**src/rtl/pong_play_ctl.sv**
```systemverilog
// PONG game sequencer: steps the ball once per frame, handles wall and paddle
// bounces, scoring and lives, and the IDLE/PLAY/MISS/SERVE/OVER click flow.
module pong_play_ctl #(
  parameter int SCREEN_W  = 800,
  parameter int SCREEN_H  = 600,
  parameter int BALL_SIZE = 16,
  parameter int PADDLE_X  = 32,
  parameter int PADDLE_H  = 100,
  parameter int STEP      = 4,
  parameter int LIVES     = 3,
  parameter int SERVE_X   = 400,
  parameter int SERVE_Y   = 300
) (
  input  logic        pclk,
  input  logic        rst,
  input  logic        vblnk_in,
  input  logic        mouse_left,
  input  logic [11:0] paddle_ypos,
  output logic [11:0] xpos,
  output logic [11:0] ypos,
  output logic [7:0]  score,
  output logic [1:0]  lives,
  output logic        serve_pending,
  output logic        game_over
);

  typedef enum logic [2:0] {IDLE, PLAY, MISS, SERVE, OVER} state_t;

  localparam logic [12:0] XMAX   = 13'(SCREEN_W - BALL_SIZE);
  localparam logic [12:0] YMAX   = 13'(SCREEN_H - BALL_SIZE);
  localparam logic [12:0] STP    = 13'(STEP);
  localparam logic [12:0] PX     = 13'(PADDLE_X);
  localparam logic [12:0] PH     = 13'(PADDLE_H);
  localparam logic [12:0] BS     = 13'(BALL_SIZE);
  localparam logic [11:0] SX     = 12'(SERVE_X);
  localparam logic [11:0] SY     = 12'(SERVE_Y);
  localparam logic [1:0]  LIVES0 = 2'(LIVES);

  state_t      state;
  logic        vblnk_q, mouse_q;
  logic        dir_right, dir_down;
  logic        tick, click;
  logic [12:0] x13, y13, p13;
  logic [12:0] x_nxt, y_nxt;
  logic        dx_nxt, dy_nxt;
  logic        hit, miss;

  // Both axes are evaluated from the current position so a corner flips both.
  always_comb begin
    tick   = vblnk_in & ~vblnk_q;
    click  = mouse_left & ~mouse_q;
    x13    = {1'b0, xpos};
    y13    = {1'b0, ypos};
    p13    = {1'b0, paddle_ypos};
    y_nxt  = y13;
    dy_nxt = dir_down;
    x_nxt  = x13;
    dx_nxt = dir_right;
    hit    = 1'b0;
    miss   = 1'b0;

    if (dir_down) begin
      if (y13 + STP >= YMAX) begin
        y_nxt  = YMAX;
        dy_nxt = 1'b0;
      end else begin
        y_nxt = y13 + STP;
      end
    end else begin
      if (y13 <= STP) begin
        y_nxt  = '0;
        dy_nxt = 1'b1;
      end else begin
        y_nxt = y13 - STP;
      end
    end

    if (dir_right) begin
      if (x13 + STP >= XMAX) begin
        x_nxt  = XMAX;
        dx_nxt = 1'b0;
      end else begin
        x_nxt = x13 + STP;
      end
    end else begin
      hit  = (x13 > PX) && (x13 <= PX + STP) &&
             (y13 + BS > p13) && (y13 < p13 + PH);
      miss = !hit && (x13 <= STP);
      if (hit) begin
        x_nxt  = PX;
        dx_nxt = 1'b1;
      end else if (miss) begin
        x_nxt = '0;
      end else begin
        x_nxt = x13 - STP;
      end
    end
  end

  always_ff @(posedge pclk) begin
    if (rst) begin
      state         <= IDLE;
      vblnk_q       <= 1'b0;
      mouse_q       <= 1'b0;
      xpos          <= SX;
      ypos          <= SY;
      dir_right     <= 1'b0;
      dir_down      <= 1'b1;
      score         <= '0;
      lives         <= LIVES0;
      serve_pending <= 1'b1;
      game_over     <= 1'b0;
    end else begin
      vblnk_q <= vblnk_in;
      mouse_q <= mouse_left;
      case (state)
        IDLE, SERVE: begin
          if (click) begin
            state         <= PLAY;
            serve_pending <= 1'b0;
          end
        end
        PLAY: begin
          if (tick) begin
            xpos      <= x_nxt[11:0];
            ypos      <= y_nxt[11:0];
            dir_right <= dx_nxt;
            dir_down  <= dy_nxt;
            if (hit && score != 8'hFF) score <= score + 8'd1;
            if (miss) state <= MISS;
          end
        end
        MISS: begin
          lives     <= lives - 2'd1;
          xpos      <= SX;
          ypos      <= SY;
          dir_right <= 1'b0;
          if (lives == 2'd1) begin
            state     <= OVER;
            game_over <= 1'b1;
          end else begin
            state         <= SERVE;
            serve_pending <= 1'b1;
          end
        end
        OVER: begin
          // Restart goes to IDLE only; a second click is needed to serve.
          if (click) begin
            state         <= IDLE;
            score         <= '0;
            lives         <= LIVES0;
            game_over     <= 1'b0;
            serve_pending <= 1'b1;
          end
        end
        default: state <= IDLE;
      endcase
    end
  end

endmodule

```
**config.mk**
```make
export PLATFORM = sky130hd
export DESIGN_NAME = pong_play_ctl
export DESIGN_NICKNAME = d
export VERILOG_FILES = /design/src/rtl/pong_play_ctl.sv
export SDC_FILE = /design/constraint.sdc
export NUM_CORES = 1
export LEC_CHECK = 0
export BUFFER_PORTS_ARGS = -buffer_cell sky130_fd_sc_hd__buf_2
export CORE_MARGIN = 3
export CORE_UTILIZATION = 63
export CTS_CLUSTER_SIZE = 20
export DETAILED_ROUTE_END_ITERATION = 7
export PLACE_DENSITY_LB_ADDON = 0.05
export SLEW_MARGIN = 5
export SYNTH_ARGS = -nofsm -noshare
export SYNTH_HDL_FRONTEND = slang
export SYNTH_SLANG_ARGS = --single-unit
```
**constraint.sdc**
```tcl
create_clock -name pclk -period 4.5 [get_ports pclk]
set_clock_uncertainty 0.15 [all_clocks]
set_input_delay 0.45 -clock pclk [delete_from_list [all_inputs] [get_ports pclk]]
set_output_delay 0.45 -clock pclk [all_outputs]
set_load 0.02 [all_outputs]
```
==> Flow_metrics.wiki <==
{| class="wikitable"
! Metric !! Value
|-
| Setup TNS || 0 ns
|-
| Number of buffers inserted during clock tree synthesis || 5
|-
| Count of hold buffers inserted by post-cts repair || 0
|-
| Required time at the endpoint of the critical path || around 4.6 ns
|-
| Vias || about 3700
|-
| Commonest non-fill, non-tap cells in the layout || sky130_fd_sc_hd__buf_2, sky130_fd_sc_hd__nor2_1, sky130_fd_sc_hd__dfxtp_1
|-
| Primary FF master, synth || sky130_fd_sc_hd__dfxtp_1
|-
| Critical Path Most Common Cell || sky130_fd_sc_hd__ha_1
|-
| Leakage || between 1.5 and 2 nW
|-
| Via count of the first global-routing pass || between 3000 and 4000
|-
| Largest net degree at the start of global routing || 28
|-
| Starting DRC count in detailed routing || 190
|-
| Fraction of registers with async set/reset || 0%
|-
| Critical path, cell by cell || ha_1 -> nand3_1 -> nor2_1 -> xor2_1 -> ha_1 -> and3_1 -> nand2_1 -> a21o_1 -> a31oi_1 -> nand3_2 -> or4_1 -> a21oi_1
|-
| Area added between synthesis and finish || 8.69%
|-
| Delay of the slowest cell on the worst path || just under 0.6 ns
|-
| DRT Pass-1 Iters || 6
|-
| First-pass GRT wire length || 15700 um
|-
| Cells resized by post-CTS repair || 0
|-
| Routed len/inst || around 16 um
|-
| Worst supply voltage drop on vdd || roughly 0.29 mV
|-
| Maximum Capacitance Violations || 0
|-
| Overall power of the completed layout || ~0.00085 W
|-
| Die area || between 0.006 and 0.007 sq mm
|-
| Critical path buffer and inverter count || 0
|-
| Class of the tightest hold or removal check || input port to flip-flop
|-
| Sink count of the clock tree || 39
|-
| Synth warnings || 0
|-
| Cell chosen for the clock root || sky130_fd_sc_hd__clkbuf_8
|-
| Cell area after synthesis || roughly 0.0036 sq mm
|-
| Clock latency on the worst-skew pair || around 0.3 ns
|-
| DP Wirelength || 6960 um
|-
| Wire length on met3 || between 600 and 700 um
|-
| Max stage delay cell, worst path || sky130_fd_sc_hd__dfxtp_1
|-
| Yosys top cell by area || sky130_fd_sc_hd__dfxtp_1
|-
| Family with the most delay on the worst path || simple AND/OR/NAND/NOR gates
|-
| Non-filler cells, final || around 570
|-
| Setup repair after global routing missed its margin || false
|-
| Data arrival time of the critical path || about 3.9 ns
|-
| Uppermost metal layer occupied by signal nets || met4
|-
| Remaining Overflow, GRT || 0
|-
| Remaining max-slew budget at the tightest pin || around two fifths
|-
| Seq/Total Area, Yosys || between 20% and 30%
|-
| Cells after Synth || between 400 and 500
|-
| Kind of launch point of the worst setup path || flip-flop
|-
| Number of synthesized flops with an enable pin || 0
|-
| Final count of hold timing violations || 0
|-
| Power density of the placed cells || roughly 220 mW/mm^2
|-
| Worst setup EP type || flip-flop
|-
| Number of rows created at floorplan || 26
|-
| Top cells by area in the synthesized netlist || sky130_fd_sc_hd__dfxtp_1, sky130_fd_sc_hd__ha_1, sky130_fd_sc_hd__a21oi_1
|-
| Wirelength, routed || between 9000 and 10000 um
|-
| Aggregate global-route resource usage || 29.6%
|-
| H-tree lvl count || 2
|-
| I/O Pins || 52
|-
| Total placed cells including tap cells || 563
|-
| Worst setup timing slack at the placement stage || roughly 0.76 ns
|-
| Setup violators final || 0
|-
| X dimension of the die || roughly 81 um
|-
| Placed cell areas || 0.00376 sq mm
|-
| CP Max Fanout || 14
|-
| Core region area || 0.00530 sq mm
|-
| Count of antenna diodes in the layout || 0
|-
| Number of buffers between clock root and the deepest sink || 2
|-
| Max-slew violation total from the final report || 0
|-
| Met1 wire length || about 4100 um
|-
| Routability congestion estimate || about 0.94
|-
| Layout cell share with drive strength beyond 1 || 14.8%
|-
| Vertical die dimension || 81.3 um
|-
| Count of unique library cells instantiated by Yosys || 63
|-
| Post-route DRC || 0
|-
| Number of antenna violations at the first check in global routing || 0
|-
| Type of the setup path with the least slack || flip-flop to flip-flop
|-
| Via/cell ratio || 6.41
|-
| Post-synthesis area per instance || between 7 and 8 sq um
|-
| Setup ws final || 0.683 ns
|-
| Minimum clock period || about 3.8 ns
|-
| Most frequent standard cell in the layout excluding fill and tap cells || sky130_fd_sc_hd__buf_2
|-
| Routed length on met2 || 4470 um
|-
| Pin slew with the least headroom to its limit || 0.890 ns
|-
| Portion of the clock cycle consumed by the worst path in the final layout || ~85%
|-
| Design Area, Final || 0.00388 sq mm
|-
| Final-stage net count || ~550
|-
| Clk slew on worst S/H paths || 0.09 ns
|-
| Port Buf Inserts || between 40 and 50
|-
| Maximum operating frequency || approximately 0.26 GHz
|-
| Number of setup buffers added after CTS || 0
|-
| Synth Register Bits || 39
|-
| Outcome || finished clean
|-
| Initial Util || 67.3%
|-
| Synth top area share || 21.9%
|-
| Clock tree from TritonCTS || yes
|-
| Number of antenna-violating nets in the routed design || 0
|}
-- stage by stage --
stage / hold WS [ns] / util [%]
6_report: 0.236 / 73.2
5_1_grt: 0.252 / 73.2
4_1_cts: 0.239 / 73.2
3_5_place_dp: 0.338 / 71.0
3_3_place_gp: 0.325 / 71.0
2_1_floorplan: 0.399 / -
-- final timing paths --
path | start | to | slack [ns] | cells past startpoint
max | ypos[4] | score[6] | 0.68 | 12
min | vblnk_in | vblnk_q | 0.24 | 2
max reg2reg | ypos[4] | score[6] | 0.68 | 12
min reg2reg | score[7] | score[7] | 0.35 | 2
-- cell families (layout without fill, tap and decap cells) --
logic type                 after synthesis  count (layout)  share of synthesized area [%]
muxes                                    5               5                           1.40
DFF                                     39              39                           21.9
AOI/OAI and AO/OA                      126             126                           23.4
adders and majority gates               32              32                           11.2
buffers and inverters                   59              80                           6.87
xor gates and xnor gates                24              24                           5.89
and+or+nand+nor                        191             191                           29.2
other                                    1               4                          0.105
-- sequential cells by signal, indices dropped and copies added (netlist names) --
name           count
state              3
dir_right          1
ypos              10
score              8
vblnk_q            1
lives              2
mouse_q            1
game_over          1
dir_down           1
serve_pending      1
xpos              10
-- final cells by class --
type,instances,area (sq um)
clock buffer,6,82.6
clock inverter,2,35.0
fill,448,1420
inverter,24,90.1
multi-input combinational,382,2560
sequential,39,781
tap,70,87.6
timing repair buffer,48,243
-- where the power goes --
part           switching [W]  internal, W  leakage, nW
Combinational      0.0000979    0.0000628         1.32
Sequential         0.0000208     0.000353        0.316
Clock               0.000136     0.000180       0.0612
Total               0.000255     0.000596         1.69
-- per-layer routing --
layer / global-route usage, % / vias up
met5: 0 / -
met4: 8.78 / 0
met3: 5.21 / 15
met2: 49.7 / 133
met1: 38.6 / 1728
li1: - / 1782
-- cell usage after synthesis (7+ instances only) --
library cell and instances:
sky130_fd_sc_hd__a211oi_1 7, sky130_fd_sc_hd__a21o_1 12, sky130_fd_sc_hd__a21oi_1 34, sky130_fd_sc_hd__a31oi_1 9, sky130_fd_sc_hd__and3_1 9, sky130_fd_sc_hd__clkbuf_1 28, sky130_fd_sc_hd__dfxtp_1 39, sky130_fd_sc_hd__ha_1 32
sky130_fd_sc_hd__inv_1 24, sky130_fd_sc_hd__nand2_1 33, sky130_fd_sc_hd__nand2b_1 8, sky130_fd_sc_hd__nand3_1 17, sky130_fd_sc_hd__nand4_1 10, sky130_fd_sc_hd__nor2_1 40, sky130_fd_sc_hd__nor3_1 16, sky130_fd_sc_hd__nor4_1 7
sky130_fd_sc_hd__o21ai_0 19, sky130_fd_sc_hd__o31ai_1 8, sky130_fd_sc_hd__or2_2 10, sky130_fd_sc_hd__or3_1 7, sky130_fd_sc_hd__xnor2_1 17, sky130_fd_sc_hd__xor2_1 7
-- worst register-to-register path, stage by stage (launching register included) --
cell and delay, ns:
sky130_fd_sc_hd__dfxtp_1 0.59, sky130_fd_sc_hd__ha_1 0.36, sky130_fd_sc_hd__nand3_1 0.20, sky130_fd_sc_hd__nor2_1 0.20, sky130_fd_sc_hd__xor2_1 0.09, sky130_fd_sc_hd__ha_1 0.31, sky130_fd_sc_hd__and3_1 0.19, sky130_fd_sc_hd__nand2_1 0.09
sky130_fd_sc_hd__a21o_1 0.16, sky130_fd_sc_hd__a31oi_1 0.43, sky130_fd_sc_hd__nand3_2 0.30, sky130_fd_sc_hd__or4_1 0.53, sky130_fd_sc_hd__a21oi_1 0.16
Note: power is estimated with default switching activity, not from simulation.
